<file path="src/rtl/mem_arbiter_pkg.sv">
// Shared types for the unified instruction/data memory arbiter.
package mem_arb_pkg;

    typedef enum logic [1:0] {ST_IDLE, ST_WAIT, ST_RESP} arb_state_t;
    typedef enum logic {OWN_FETCH, OWN_DATA} arb_owner_t;

    localparam logic [3:0] BE_FULL = 4'b1111;

endpackage

</file>
<file path="src/rtl/mem_arbiter_if.sv">
// Fetch, load/store and memory-side signal bundle for mem_arbiter.
interface mem_arbiter_if #(
    parameter int ADDR_W = 32,
    parameter int DATA_W = 32
);
    logic              i_req_valid;
    logic [ADDR_W-1:0] i_req_addr;
    logic              i_req_ready;
    logic              i_rsp_valid;
    logic [DATA_W-1:0] i_rsp_data;

    logic              d_req_valid;
    logic              d_req_we;
    logic [3:0]        d_req_be;
    logic [ADDR_W-1:0] d_req_addr;
    logic [DATA_W-1:0] d_req_wdata;
    logic              d_req_ready;
    logic              d_rsp_valid;
    logic [DATA_W-1:0] d_rsp_data;

    logic              mem_en;
    logic              mem_we;
    logic [3:0]        mem_be;
    logic [ADDR_W-1:0] mem_addr;
    logic [DATA_W-1:0] mem_wdata;
    logic [DATA_W-1:0] mem_rdata;

    modport slave (
        input  i_req_valid, i_req_addr,
        output i_req_ready, i_rsp_valid, i_rsp_data,
        input  d_req_valid, d_req_we, d_req_be, d_req_addr, d_req_wdata,
        output d_req_ready, d_rsp_valid, d_rsp_data,
        output mem_en, mem_we, mem_be, mem_addr, mem_wdata,
        input  mem_rdata
    );

    modport master (
        output i_req_valid, i_req_addr,
        input  i_req_ready, i_rsp_valid, i_rsp_data,
        output d_req_valid, d_req_we, d_req_be, d_req_addr, d_req_wdata,
        input  d_req_ready, d_rsp_valid, d_rsp_data,
        input  mem_en, mem_we, mem_be, mem_addr, mem_wdata,
        output mem_rdata
    );

endinterface

</file>
<file path="src/rtl/mem_arbiter_starve_ctr.sv">
// Saturating count of data grants taken while a fetch waits; raises force_fetch at the limit.
module arb_starve_ctr #(
    parameter int unsigned STARVE_MAX = 4
) (
    input  logic clk,
    input  logic rst,
    input  logic arb_cycle,
    input  logic i_req_valid,
    input  logic grant_d,
    input  logic grant_i,
    output logic force_fetch
);
    localparam logic [3:0] CNT_MAX = 4'(STARVE_MAX);

    logic [3:0] starve_cnt;

    always_ff @(posedge clk or posedge rst) begin
        if (rst) begin
            starve_cnt <= '0;
        end else if (grant_i || (arb_cycle && !i_req_valid)) begin
            starve_cnt <= '0;
        end else if (grant_d && (starve_cnt != CNT_MAX)) begin
            starve_cnt <= starve_cnt + 4'd1;
        end
    end

    assign force_fetch = (starve_cnt == CNT_MAX);

endmodule

</file>
<file path="src/rtl/mem_arbiter.sv">
// Arbitrates fetch and load/store traffic onto one single-ported memory with fixed read latency.
module mem_arbiter
    import mem_arb_pkg::*;
#(
    parameter int unsigned ADDR_W     = 32,
    parameter int unsigned DATA_W     = 32,
    parameter int unsigned MEM_LAT    = 1,
    parameter int unsigned STARVE_MAX = 4
) (
    input logic         clk,
    input logic         rst,
    mem_arbiter_if.slave bus
);
    localparam logic [2:0] LAT_INIT = 3'(MEM_LAT - 1);

    arb_state_t        state, state_nxt;
    arb_owner_t        owner;
    logic              owner_we;
    logic [2:0]        lat_cnt;
    logic              arb_cycle, force_fetch, grant_d, grant_i, grant_any;
    logic [DATA_W-1:0] i_rsp_data_q, d_rsp_data_q;

    logic              i_ready_c, d_ready_c, i_rsp_v_c, d_rsp_v_c;
    logic              mem_en_c, mem_we_c;
    logic [3:0]        mem_be_c;
    logic [ADDR_W-1:0] mem_addr_c;
    logic [DATA_W-1:0] mem_wdata_c;

    // Gated by rst so no ready or mem_en can leak out while reset is held.
    assign arb_cycle = !rst && ((state == ST_IDLE) || (state == ST_RESP));
    assign grant_d   = arb_cycle && bus.d_req_valid && !(force_fetch && bus.i_req_valid);
    assign grant_i   = arb_cycle && bus.i_req_valid && !grant_d;
    assign grant_any = grant_d || grant_i;

    arb_starve_ctr #(.STARVE_MAX(STARVE_MAX)) u_starve (
        .clk         (clk),
        .rst         (rst),
        .arb_cycle   (arb_cycle),
        .i_req_valid (bus.i_req_valid),
        .grant_d     (grant_d),
        .grant_i     (grant_i),
        .force_fetch (force_fetch)
    );

    always_ff @(posedge clk or posedge rst) begin
        if (rst) state <= ST_IDLE;
        else     state <= state_nxt;
    end

    always_comb begin
        state_nxt = state;
        case (state)
            ST_IDLE: if (grant_any) state_nxt = ST_WAIT;
            ST_WAIT: if (lat_cnt == 3'd0) state_nxt = ST_RESP;
            ST_RESP: state_nxt = grant_any ? ST_WAIT : ST_IDLE;
            default: state_nxt = ST_IDLE;
        endcase
    end

    always_comb begin
        i_ready_c   = grant_i;
        d_ready_c   = grant_d;
        i_rsp_v_c   = (state == ST_RESP) && (owner == OWN_FETCH);
        d_rsp_v_c   = (state == ST_RESP) && (owner == OWN_DATA);
        mem_en_c    = 1'b0;
        mem_we_c    = 1'b0;
        mem_be_c    = '0;
        mem_addr_c  = '0;
        mem_wdata_c = '0;
        if (grant_d) begin
            mem_en_c    = 1'b1;
            mem_we_c    = bus.d_req_we;
            mem_be_c    = bus.d_req_be;
            mem_addr_c  = {bus.d_req_addr[ADDR_W-1:2], 2'b00};
            mem_wdata_c = bus.d_req_wdata;
        end else if (grant_i) begin
            mem_en_c    = 1'b1;
            mem_be_c    = BE_FULL;
            mem_addr_c  = {bus.i_req_addr[ADDR_W-1:2], 2'b00};
        end
    end

    always_ff @(posedge clk or posedge rst) begin
        if (rst) begin
            owner        <= OWN_FETCH;
            owner_we     <= 1'b0;
            lat_cnt      <= '0;
            i_rsp_data_q <= '0;
            d_rsp_data_q <= '0;
        end else if (grant_any) begin
            owner    <= grant_d ? OWN_DATA : OWN_FETCH;
            owner_we <= grant_d && bus.d_req_we;
            lat_cnt  <= LAT_INIT;
        end else if (state == ST_WAIT) begin
            if (lat_cnt != 3'd0) begin
                lat_cnt <= lat_cnt - 3'd1;
            end else if (owner == OWN_FETCH) begin
                i_rsp_data_q <= bus.mem_rdata;
            end else begin
                d_rsp_data_q <= owner_we ? '0 : bus.mem_rdata;
            end
        end
    end

    assign bus.i_req_ready = i_ready_c;
    assign bus.d_req_ready = d_ready_c;
    assign bus.i_rsp_valid = i_rsp_v_c;
    assign bus.d_rsp_valid = d_rsp_v_c;
    assign bus.i_rsp_data  = i_rsp_data_q;
    assign bus.d_rsp_data  = d_rsp_data_q;
    assign bus.mem_en      = mem_en_c;
    assign bus.mem_we      = mem_we_c;
    assign bus.mem_be      = mem_be_c;
    assign bus.mem_addr    = mem_addr_c;
    assign bus.mem_wdata   = mem_wdata_c;

endmodule

</file>
<file path="src/flat_wrapper.sv">
// flat-port wrapper written by rule: the top's interface ports become plain ports
module mem_arbiter_flat import mem_arb_pkg::*;
#(
    parameter int unsigned ADDR_W     = 32,
    parameter int unsigned DATA_W     = 32,
    parameter int unsigned MEM_LAT    = 1,
    parameter int unsigned STARVE_MAX = 4
)
  (clk, rst, bus_i_req_valid, bus_i_req_addr, bus_i_req_ready, bus_i_rsp_valid, bus_i_rsp_data, bus_d_req_valid, bus_d_req_we, bus_d_req_be, bus_d_req_addr, bus_d_req_wdata, bus_d_req_ready, bus_d_rsp_valid, bus_d_rsp_data, bus_mem_en, bus_mem_we, bus_mem_be, bus_mem_addr, bus_mem_wdata, bus_mem_rdata);
  mem_arbiter_if #(.ADDR_W(ADDR_W), .DATA_W(DATA_W)) bus_i ();
  input logic clk;
  input logic rst;
  input wire logic [$bits(bus_i.i_req_valid)-1:0] bus_i_req_valid;
  input wire logic [$bits(bus_i.i_req_addr)-1:0] bus_i_req_addr;
  output wire logic [$bits(bus_i.i_req_ready)-1:0] bus_i_req_ready;
  output wire logic [$bits(bus_i.i_rsp_valid)-1:0] bus_i_rsp_valid;
  output wire logic [$bits(bus_i.i_rsp_data)-1:0] bus_i_rsp_data;
  input wire logic [$bits(bus_i.d_req_valid)-1:0] bus_d_req_valid;
  input wire logic [$bits(bus_i.d_req_we)-1:0] bus_d_req_we;
  input wire logic [$bits(bus_i.d_req_be)-1:0] bus_d_req_be;
  input wire logic [$bits(bus_i.d_req_addr)-1:0] bus_d_req_addr;
  input wire logic [$bits(bus_i.d_req_wdata)-1:0] bus_d_req_wdata;
  output wire logic [$bits(bus_i.d_req_ready)-1:0] bus_d_req_ready;
  output wire logic [$bits(bus_i.d_rsp_valid)-1:0] bus_d_rsp_valid;
  output wire logic [$bits(bus_i.d_rsp_data)-1:0] bus_d_rsp_data;
  output wire logic [$bits(bus_i.mem_en)-1:0] bus_mem_en;
  output wire logic [$bits(bus_i.mem_we)-1:0] bus_mem_we;
  output wire logic [$bits(bus_i.mem_be)-1:0] bus_mem_be;
  output wire logic [$bits(bus_i.mem_addr)-1:0] bus_mem_addr;
  output wire logic [$bits(bus_i.mem_wdata)-1:0] bus_mem_wdata;
  input wire logic [$bits(bus_i.mem_rdata)-1:0] bus_mem_rdata;
  assign bus_i.i_req_valid = bus_i_req_valid;
  assign bus_i.i_req_addr = bus_i_req_addr;
  assign bus_i_req_ready = bus_i.i_req_ready;
  assign bus_i_rsp_valid = bus_i.i_rsp_valid;
  assign bus_i_rsp_data = bus_i.i_rsp_data;
  assign bus_i.d_req_valid = bus_d_req_valid;
  assign bus_i.d_req_we = bus_d_req_we;
  assign bus_i.d_req_be = bus_d_req_be;
  assign bus_i.d_req_addr = bus_d_req_addr;
  assign bus_i.d_req_wdata = bus_d_req_wdata;
  assign bus_d_req_ready = bus_i.d_req_ready;
  assign bus_d_rsp_valid = bus_i.d_rsp_valid;
  assign bus_d_rsp_data = bus_i.d_rsp_data;
  assign bus_mem_en = bus_i.mem_en;
  assign bus_mem_we = bus_i.mem_we;
  assign bus_mem_be = bus_i.mem_be;
  assign bus_mem_addr = bus_i.mem_addr;
  assign bus_mem_wdata = bus_i.mem_wdata;
  assign bus_i.mem_rdata = bus_mem_rdata;
  mem_arbiter #(.ADDR_W(ADDR_W), .DATA_W(DATA_W), .MEM_LAT(MEM_LAT), .STARVE_MAX(STARVE_MAX)) u_core (.clk(clk), .rst(rst), .bus(bus_i));
endmodule
</file>
<file path="config.mk">
export PLATFORM = sky130hd
export DESIGN_NAME = mem_arbiter_flat
export DESIGN_NICKNAME = d
export VERILOG_FILES = /design/src/rtl/mem_arbiter_pkg.sv /design/src/rtl/mem_arbiter_if.sv /design/src/rtl/mem_arbiter_starve_ctr.sv /design/src/rtl/mem_arbiter.sv /design/src/flat_wrapper.sv
export SDC_FILE = /design/constraint.sdc
export NUM_CORES = 1
export LEC_CHECK = 0
export CAP_MARGIN = 20
export CELL_PAD_IN_SITES_DETAIL_PLACEMENT = 1
export CELL_PAD_IN_SITES_GLOBAL_PLACEMENT = 1
export CORE_MARGIN = 2
export CORE_UTILIZATION = 26
export CTS_CLUSTER_DIAMETER = 30
export DETAILED_ROUTE_END_ITERATION = 8
export PLACE_DENSITY_LB_ADDON = 0.1
export SLEW_MARGIN = 15
export SYNTH_ARGS = -nofsm -noshare
export SYNTH_HDL_FRONTEND = slang
export SYNTH_SLANG_ARGS = --single-unit
</file>
<file path="constraint.sdc">
create_clock -name clk -period 2.5 [get_ports clk]
set_input_delay 0.375 -clock clk [delete_from_list [all_inputs] [get_ports clk]]
set_output_delay 0.375 -clock clk [all_outputs]
set_load 0.005 [all_outputs]
</file>
### After elaboration in Yosys (flattened, before gate mapping)

Index checks and enable logic that the tools add are counted.

| operators by class | value |
|---|---|
| $add $sub $neg | 2 |
| equal/unequal tests | 6 |
| mux-type cells | 19 |
| bitwise operators | 3 |
| reductions and logical operators | 28 |

Operators with widths:

| operator | number |
|---|---|
| 32-bit two-way mux | 4 |
| 4-bit two-way mux | 4 |
| 1-bit logical AND | 11 |
| 3-bit two-way mux | 3 |
| 4-bit AND reduction | 2 |
| 2-bit case mux with 3 select lines | 1 |
| 2-bit nonzero test | 3 |
| 1-bit two-way mux | 5 |
| 4-bit by 1-bit adder with 4-bit output (second input constant) | 1 |
| 4-bit by 3-bit equality test with 1-bit output (second input constant) | 1 |
| 1-bit zero test | 4 |
| 2-bit two-way mux | 2 |
| 2-bit by 1-bit inequality test with 1-bit output (second input constant) | 2 |
| 4-bit by 3-bit inequality test with 1-bit output (second input constant) | 1 |
| 2-bit AND reduction | 2 |
| 3-bit zero test | 1 |
| 1-bit logical OR | 3 |
| 1-bit inverter | 3 |
| 3-bit nonzero test | 1 |
| 3-bit by 1-bit subtractor with 3-bit output (second input constant) | 1 |
| 2-bit by 1-bit equality test with 1-bit output (second input constant) | 1 |
| 2-bit equality test (second input constant) | 1 |
| 2-bit zero test | 1 |

| storage, ports and cells | value |
|---|---|
| register bits after elaboration | 75 |
| input bits | 137 |
| output and inout port bits | 138 |
| logic and storage cells | 65 |

### Depth between registers and ports, before layout

| logic depth | value |
|---|---|
| depth after elaboration | 10 |
| mapped depth | 7 |
| mapped depth without buffers | 5 |

### Modules after synthesis

Synthesis repeated with hierarchy kept, for this count alone.

| unflattened totals | value |
|---|---|
| cells, all modules | 317 |
| area total of the unflattened synthesis | 3913.8 µm² |

By module, submodules not included:

| module | times used | cells an instance | area an instance (µm²) | sequential area each (µm²) |
|---|---|---|---|---|
| mem_arbiter | 1 | 291 | 3649.8 | 1776.7 |
| arb_starve_ctr | 1 | 26 | 264.0 | 100.1 |

### Worst setup path before layout

OpenSTA, ideal clock, no wires.

| timing | value |
|---|---|
| path type | register to output |
| start point | reg u_core.u_starve.starve_cnt[0] |
| end point | out bus_mem_wdata[23] |
| data arrival time | 1465 ps |
| data required time | 2125 ps |
| slack | 660 ps |
| cell stages (with the launch flop) | 8 |
| buffers on the path | 2 |
| path through | dfrtp_1 inv_1 ha_1 and4b_1 buf_2 nor3_4 buf_6 and2_1 |

| between the ends | value |
|---|---|
| word-level cells in the longest chain between the ends | 5 |

Ends and longest elaborated chain:

| element | line | text |
|---|---|---|
| start: declaration | mem_arbiter_starve_ctr.sv:15 | `logic [3:0] starve_cnt;` |
| start signal: assignment | mem_arbiter_starve_ctr.sv:23 | `starve_cnt <= starve_cnt + 4'd1;` |
| 4-bit by 3-bit equality test with 1-bit output | mem_arbiter_starve_ctr.sv:27 | `assign force_fetch = (starve_cnt == CNT_MAX);` |
| 1-bit logical AND | mem_arbiter.sv:31 | `assign grant_d = arb_cycle && bus.d_req_valid && !(force_fetch && bus.i_req_valid);` |
| 1-bit zero test | mem_arbiter.sv:31 |  |
| 1-bit logical AND | mem_arbiter.sv:31 |  |
| named net bus_d_req_ready | flat_wrapper.sv:23 | `output wire logic [$bits(bus_i.d_req_ready)-1:0] bus_d_req_ready;` |
| 32-bit two-way mux | mem_arbiter.sv:70 | `if (grant_d) begin` |
| end: declaration | flat_wrapper.sv:30 | `output wire logic [$bits(bus_i.mem_wdata)-1:0] bus_mem_wdata;` |

The timed path passes the listed nets, and every way through them passes these cells.

### Worst setup path in the final report

| timing | value |
|---|---|
| start point | reg u_core.u_starve.starve_cnt[1] |
| end point | out bus_mem_addr[25] |

| between the ends | value |
|---|---|
| word-level cells in the longest chain between the ends | 8 |

Ends and longest elaborated chain:

| element | line | text |
|---|---|---|
| 4-bit by 3-bit equality test with 1-bit output * | mem_arbiter_starve_ctr.sv:27 |  |
| 1-bit logical AND * | mem_arbiter.sv:31 |  |
| 1-bit zero test * | mem_arbiter.sv:31 |  |
| 1-bit logical AND * | mem_arbiter.sv:31 |  |
| 1-bit zero test | mem_arbiter.sv:32 | `assign grant_i = arb_cycle && bus.i_req_valid && !grant_d;` |
| 1-bit logical AND | mem_arbiter.sv:32 |  |
| 32-bit two-way mux | mem_arbiter.sv:76 | `end else if (grant_i) begin` |
| 32-bit two-way mux * | mem_arbiter.sv:70 |  |
| end: declaration | flat_wrapper.sv:29 | `output wire logic [$bits(bus_i.mem_addr)-1:0] bus_mem_addr;` |

Every way passes the cells marked *; elsewhere a longest branch is shown, timed or not.

==> results.ini <==
[run_status]
status=finished clean

[global_route]
grt_pass1_wl_um=23720
antenna_found_initial=0
grt_pass1_vias=4467
grt_usage=0.1795
grt_start_max_net_pins=58
grt.overflow.total=0

[drt]
vias=4244
ant_nets=0
wl_met3_um=1229
wl_met2_um=8239
drt_wl_total_um=15760
drtIter0Drc=91
viasPerCell=4.659
avgRoutedWirePerCell_um=17.30
drc=0
highest_layer=met4
first_pass_iters=4
wl_met1_um=6107

[finish]
layout_common_cells=clkdlybuf4s50_1, dfrtp_1, mux2_2
layout_commonest_cell=clkdlybuf4s50_1
layout.nets=831
drive_gt1_frac=0.2763
syn_to_final_growth_pct=83.84
n_antenna_cell=0

[sta]
final-hold-violation-count=0
skew_ns=0.006017
setup_viol=0
final.period_utilization=0.9634
fin_tns_setup_ns=0
max_freq_ghz=0.4152
post-route-min-period_ns=2.408
whs_ns=0.4783
final_max_slew_viol_count=0
rsz0062_at_grt=true

[pwr]
p_per_area_mw_per_mm2=886.6
p_int_uw=4715
clkPwrFrac=0.181
switching_share=0.3042
seqPwrFrac=0.314
leakage_uw=0.003294
p_comb_frac=0.505
peakVddDrop_mv=0.3482
switchingPower_uw=2061

[worst_setup_path]
cp.required_ns=2.12
reg2reg_slack_ns=0.56
r2r-start=u_core.lat_cnt[0]
arrival_ns=2.03
critPathMaxFanout=11
critical_path_class=reg -> out
crit_path_start_kind=flip-flop
cp-end-kind=primary output
rr_worst_depth=6
worst_r2r_endpoint=u_core.bus.d_rsp_data[17]

[die]
start_util=0.2636
dieArea_mm2=0.01702
io_pins=275
fp-row-count=46
fp.dieH_um=130.5
coreArea_mm2=0.01577
die_w_um=130.5

[clock_network]
clk_path_buf_depth=2
cts_tree=done
clk_latency_ns=0.33
root_buffer=clkbuf_16
numCtsBuffers=9
cts_sinks=75
cts_max_level=3
path_clk_slew_ns=0.06

[synthesis]
avgSynthCellArea_um2=10.50
netlist_area_mm2=0.004158
synth_warnings=0
synth_seq_cells=75
synth_cell_type_count=38
syn-instance-count=396
seq_area_frac_synth=0.4514

[run]
maxCapViolCount=0

[place]
place.gp.congestion=0.7444
portBuffers=268
hpwl_um=11750

[min_path]
holdCritPathClass=in -> async

-- logic make-up after synthesis --
kind of cell / Yosys count / share of synthesized area
adder cells (fa/ha/maj): 4 / 0.01204
flip-flops: 75 / 0.4514
buffers and inverters: 46 / 0.05928
other: 1 / 0.0009019
AND/OR/NAND/NOR: 125 / 0.1845
AO/OA/AOI/OAI: 80 / 0.1162
multiplexers: 65 / 0.1757
-- flip-flops by register name, summed over array words and instances (netlist names) --
register	cells
u_core.u_starve.starve_cnt	4
u_core.owner_we	1
u_core.bus.i_rsp_data	32
u_core.lat_cnt	3
u_core.owner	1
u_core.state	2
u_core.bus.d_rsp_data	32
-- layout make-up --
| cell class | count | area (µm²) |
|---|---|---|
| Sequential cell | 75 | 1877 |
| Tap cell | 216 | 270.3 |
| Fill cell | 1774 | 8127 |
| Inverter | 9 | 35.03 |
| Clock buffer | 11 | 252.7 |
| Multi-Input combinational cell | 276 | 2068 |
| Timing Repair Buffer | 319 | 3104 |
| Clock inverter | 5 | 36.28 |
-- synthesized netlist by cell type --
| master | instances | area [µm²] |
|---|---|---|
| and2b_1 | 1 | 7.510 |
| nand4b_2 | 1 | 15.01 |
| or2_4 | 1 | 8.760 |
| nand2b_1 | 1 | 6.260 |
| o22ai_1 | 1 | 6.260 |
| buf_2 | 8 | 40.04 |
| a21o_1 | 1 | 7.510 |
| nor3_1 | 1 | 5.000 |
| inv_1 | 9 | 33.78 |
| nand4_1 | 1 | 6.260 |
| ha_1 | 4 | 50.05 |
| o211ai_1 | 30 | 225.2 |
| dfrtp_1 | 75 | 1877 |
| mux2i_1 | 1 | 10.01 |
| nand4b_1 | 1 | 8.760 |
| mux2_1 | 1 | 11.26 |
| mux2_2 | 63 | 709.4 |
| or3_1 | 2 | 12.51 |
| nand3_1 | 36 | 180.2 |
| buf_4 | 3 | 22.52 |
| nand2b_2 | 1 | 8.760 |
| and3b_1 | 1 | 8.760 |
| or4_1 | 1 | 7.510 |
| nor4b_1 | 1 | 8.760 |
| o21ai_0 | 9 | 45.04 |
| buf_1 | 2 | 7.510 |
| clkbuf_1 | 17 | 63.81 |
| conb_1 | 1 | 3.750 |
| a21oi_1 | 38 | 190.2 |
| and4b_1 | 1 | 10.01 |
| nor3b_1 | 1 | 7.510 |
| nand2_1 | 4 | 15.01 |
| buf_6 | 7 | 78.83 |
| nor3_4 | 2 | 32.53 |
| a22o_1 | 1 | 8.760 |
| nor2b_1 | 32 | 200.2 |
| and2_1 | 33 | 206.5 |
| nor2_1 | 3 | 11.26 |
-- repair_timing --
action | 4_1_cts | 5_1_grt
pin swaps | 3 | 16
gates resized for setup | 162 | 51
setup endpoints to repair | 69 | 54
endpoints found under the hold margin | 0 | 0
gates cloned | 4 | 0
setup buffers | 12 | 7
hold buffers | 0 | 0
-- through the flow --
stage | setup slack [ns] | power, µW | instance area [µm²] | util | std cells
after floorplan | 0.2150 | 3571 | 4161 | - | 397
after global placement | -0.1445 | 5451 | 7228 | 0.4583 | 874
after detailed placement | -0.2094 | 5568 | 7228 | 0.4583 | 874
after CTS | -0.1156 | 6868 | 7644 | 0.4847 | 906
after global routing | -0.01751 | 7235 | 7644 | 0.4847 | 911
final | 0.09156 | 6777 | 7644 | 0.4847 | 911
-- how the worst max path moves through the flow --
stage / start / to / slack, ns / cells after the start
floorplan: rst / u_core.bus.d_rsp_data[0] / 0.22 / 1
global placement: bus_i_req_valid / bus_mem_wdata[2] / -0.14 / 7
detailed placement: bus_i_req_valid / bus_mem_be[0] / -0.21 / 6
CTS: u_core.u_starve.starve_cnt[1] / bus_mem_wdata[2] / -0.12 / 11
global route: u_core.u_starve.starve_cnt[1] / bus_mem_addr[25] / -0.02 / 9
finish: u_core.u_starve.starve_cnt[1] / bus_mem_addr[25] / 0.09 / 9
-- routing by layer --
| metal | GRT usage | vias to the layer above |
|---|---|---|
| li1 | - | 1982 |
| met1 | 0.2027 | 2091 |
| met2 | 0.3286 | 161 |
| met3 | 0.05822 | 10 |
| met4 | 0.04443 | 0 |
| met5 | 0 | - |
-- power by group through the flow --
stage	Sequential, µW	Combinational (µW)	Clock, µW
2_1_floorplan	2160	1410	0
3_3_place_gp	2110	3340	0
3_5_place_dp	2160	3410	0
4_1_cts	2140	3470	1270
5_1_grt	2210	3710	1320
6_report	2120	3420	1230
-- critical path, cell delays in order, from the launching register on --
cell	delay, ns
dfrtp_1	0.39
inv_2	0.08
ha_4	0.13
and4b_2	0.27
buf_12	0.13
buf_4	0.12
buf_12	0.12
o211ai_1	0.08
a21oi_1	0.16
clkdlybuf4s15_1	0.23
Note: power is estimated with default switching activity, not from simulation.
==> patch 1 (same flow settings) <==
One comparison of `starve_cnt` changes from == to >=.
--- a/src/rtl/mem_arbiter_starve_ctr.sv
+++ b/src/rtl/mem_arbiter_starve_ctr.sv
@@ -24,7 +24,7 @@
         end
     end
 
-    assign force_fetch = (starve_cnt == CNT_MAX);
+    assign force_fetch = (starve_cnt >= CNT_MAX);
 
 endmodule
 
Formal check against the unedited RTL: same outputs for any inputs over 4 cycles, from zero or initial values and one cycle with rst high; that may be too few to reach the edited logic, so the function may still have changed.
==> patch 1 against the unedited design <==
Largest cell class unchanged. Sequential share of layout area grew 1.2 points. Sequential cell count unchanged. The flow now finishes with violations (setup timing). Synthesized area down 7.3%. Cell area fell by 4.7%. Clock skew grew 1.2 ps. Count of clock-buffer cells in the layout down 2. Power barely moved. Wire length fell by 7.3%. Worst setup slack worse by 270 ps.
==> patch 1: results (changes against the unedited design) <==
routing:
  drtIter0Drc: 171  # +88%
  routed-wl-met3_um: 1065  # -13%
finish:
  fillers: 1556  # -12%
  drive_gt1_frac: 0.2111  # -0.06513
  clock_area_frac: 0.04139  # +0.003582
pwr:
  leakagePower_nw: 3.454  # +4.9%
  vdd_ir_drop_max_v: 0.0003181  # -8.6%
worst_setup_path:
  endpoint: "bus_mem_addr[30]"
  r2r_slack_ps: 650  # +90 ps
  max_stage_delay_ps: 500  # +110 ps
  startpoint: "bus_d_req_valid"
  cp_max_fo: 9  # -2
cts:
  ctsResizeCount: 61  # -62%
sta:
  setup_viol: 6  # +6
  worst_slack_ps: -179.8  # -271.4 ps
  clock-skew-final_ps: 7.262  # +1.245 ps
global_route:
  grt_util_met2: 0.3269  # -0.001743
  grtUsageMet3: 0.04418  # -0.01404
  global_route.usage.met1: 0.2079  # +0.005288
  grt_max_degree: 38  # -34%
  grt_pass1_vias: 4105  # -8.1%
  track_usage: 0.1793  # about the same
outcome:
  violations: "setup timing"
  status: "finished with violations"
yosys:
  syn_area_per_cell_um2: 12.04  # +15%
  syn_area_mm2: 0.003852  # -7.3%
  synth_area_leaders: "dfrtp_1 (49%), mux2_2 (18%), and3_1 (5.4%)"
placement:
  postPlaceCellArea_mm2: 0.006845  # -5.3%
  routabilityCongestion: 0.7974  # +7.1%
hold_path:
  hp-class: "flop to flop"
==> patch 1: changes by cell type after synthesis, sizes merged, moves of 4 or more <==
cell / delta
nand3: -36
and3: +33
o211ai: -30
a21o: +5
a22o: +29
nand2: -4
a21oi: -32
buf: -4
clkbuf: -8
and2: -33
==> patch 1: cell families after synthesis <==
kind of cell | synth area share
buf+inv | 0.04709
other cells | 0.0009734
fa+ha+maj | 0.01299
compound gates | 0.1166
simple gates | 0.1481
flops | 0.4872
mux | 0.1871
==> patch 1: worst register-to-register path, stage by stage (launching register included) <==
cell and delay [ps]:
dfrtp_1 380, inv_1 90, ha_1 200, nor2b_1 320, nand4b_1 190, buf_4 260
mux2_2 300
==> patch 1: power by group through the flow <==
stage               logic [mW]  registers [mW]  clock network (mW)
CTS                       3.38            2.18                1.34
global route              3.58            2.26                1.39
detailed placement        3.35            2.19                   0
finish                    3.32            2.16                1.29
floorplan                 1.38            2.16                   0
global placement          3.28            2.16                   0
==> patch 2 (same flow settings) <==
Made on the original files. `ADDR_W` is set to 32 in 3 places; all go to 40.
--- a/src/rtl/mem_arbiter_if.sv
+++ b/src/rtl/mem_arbiter_if.sv
@@ -1,6 +1,6 @@
 // Fetch, load/store and memory-side signal bundle for mem_arbiter.
 interface mem_arbiter_if #(
-    parameter int ADDR_W = 32,
+    parameter int ADDR_W = 40,
     parameter int DATA_W = 32
 );
     logic              i_req_valid;
--- a/src/rtl/mem_arbiter.sv
+++ b/src/rtl/mem_arbiter.sv
@@ -2,7 +2,7 @@
 module mem_arbiter
     import mem_arb_pkg::*;
 #(
-    parameter int unsigned ADDR_W     = 32,
+    parameter int unsigned ADDR_W     = 40,
     parameter int unsigned DATA_W     = 32,
     parameter int unsigned MEM_LAT    = 1,
     parameter int unsigned STARVE_MAX = 4
--- a/src/flat_wrapper.sv
+++ b/src/flat_wrapper.sv
@@ -1,7 +1,7 @@
 // flat-port wrapper written by rule: the top's interface ports become plain ports
 module mem_arbiter_flat import mem_arb_pkg::*;
 #(
-    parameter int unsigned ADDR_W     = 32,
+    parameter int unsigned ADDR_W     = 40,
     parameter int unsigned DATA_W     = 32,
     parameter int unsigned MEM_LAT    = 1,
     parameter int unsigned STARVE_MAX = 4
Interface: changed (resized bus_d_req_addr, bus_i_req_addr and bus_mem_addr); port bits go from 275 to 299. No check against the original RTL was run, so the function may have changed too.
==> patch 2 against the unedited design <==
Synthesized area grew 3.8%. Sequential cell count is the same. Sequential share of layout area shrank 1.2 points. Utilization grew 0.58 points. Worst setup slack lost 48 ps. Count of clock-buffer cells in the layout shrank 2. Power grew 3.1%. Non-clock buffer count grew 22. Clock skew grew 3.3 ps. Largest cell class unchanged. Wire length grew 12%. Cell area grew 5.3%.
==> patch 2: results (changes against the unedited design) <==
yosys:
  ys_types: 36  # -5.3%
  synth_compound_area_frac: 0.1380  # +0.02181
  synth_fa_ha_area_frac: 0.01159  # -0.0004431
  synth_area_leaders: "dfrtp_1 (43%), mux2_2 (16%), o211ai_1 (6.6%)"
  syn_inst: 425  # +7.3%
  synth_mux_area_frac: 0.1696  # -0.006180
  synth_common_cells: "dfrtp_1 (75), mux2_2 (63), a21oi_1 (45), nand3_1 (43), o211ai_1 (38)"
worst_setup_path:
  endpoint: "bus_mem_be[2]"
  max_stage_delay_ps: 360  # -30 ps
  reg2reg_depth: 11  # +5
  arrival_ps: 2080  # +50 ps
  cp_max_fo: 12  # +1
finish:
  syn2layout_area_growth_pct: 86.43
  multi_input_gates: 300  # +8.7%
  clock_area_frac: 0.03825  # +0.0004332
  n_all_inverters: 8  # -1
  multi_input_area_mm2: 0.002246  # +8.6%
  fillers: 1783  # +0.51%
  drive_gt1_frac: 0.2676  # -0.008691
  layout.nets: 892  # +7.3%
  n_all_buffers: 341  # +6.9%
cts:
  ctsResizeCount: 198  # +22%
routing:
  drtIter0Drc: 89  # -2.2%
  wl_per_cell_um: 18.45  # +6.6%
  via_per_inst: 4.721  # +1.3%
sta:
  clock-skew-final_ps: 9.349  # +3.332 ps
  clock.fmax_mhz: 407.2  # -1.9%
pwr:
  swShare: 0.3091  # +0.004909
  vdd_ir_drop_max_v: 0.0003249  # -6.7%
  leakagePower_nw: 3.444  # +4.6%
placement:
  postPlaceCellArea_mm2: 0.007605  # +5.2%
  dp_cells: 927  # +6.1%
  routabilityCongestion: 0.8152  # +9.5%
  portBuffers: 292  # +9.0%
global_route:
  grt_pass1_wl_um: 27370  # +15%
  track_usage: 0.1983  # +0.01881
  grt_max_degree: 50  # -14%
  grt_pass1_vias: 5017  # +12%
outcome:
  status: "finished, final reports clean"
floorplanning:
  rows: 47  # +2.2%
patch 2: per-layer routing:
layer	share of wire	global-route usage	wire length, um	vias up
li1	-	-	-	2127
met1	0.37	0.2096	6621	2186
met2	0.52	0.3676	9187	194
met3	0.081	0.06628	1437	25
met4	0.026	0.06750	465	0
met5	0	0	0	-
patch 2: logic make-up after synthesis:
| logic type | after synthesis |
|---|---|
| simple gates | 133 |
| buf+inv | 51 |
| mux | 65 |
| fa+ha+maj | 4 |
| flops | 75 |
| compound gates | 96 |
| other cells | 1 |
patch 2: power by group through the flow:
| stage | sequential (mW) | combinational, mW | clock, mW |
|---|---|---|---|
| after global placement | 2.15 | 3.41 | 0 |
| after global routing | 2.25 | 3.78 | 1.42 |
| final | 2.15 | 3.50 | 1.33 |
| after detailed placement | 2.19 | 3.52 | 0 |
| after floorplan | 2.17 | 1.43 | 0 |
| after CTS | 2.17 | 3.56 | 1.37 |
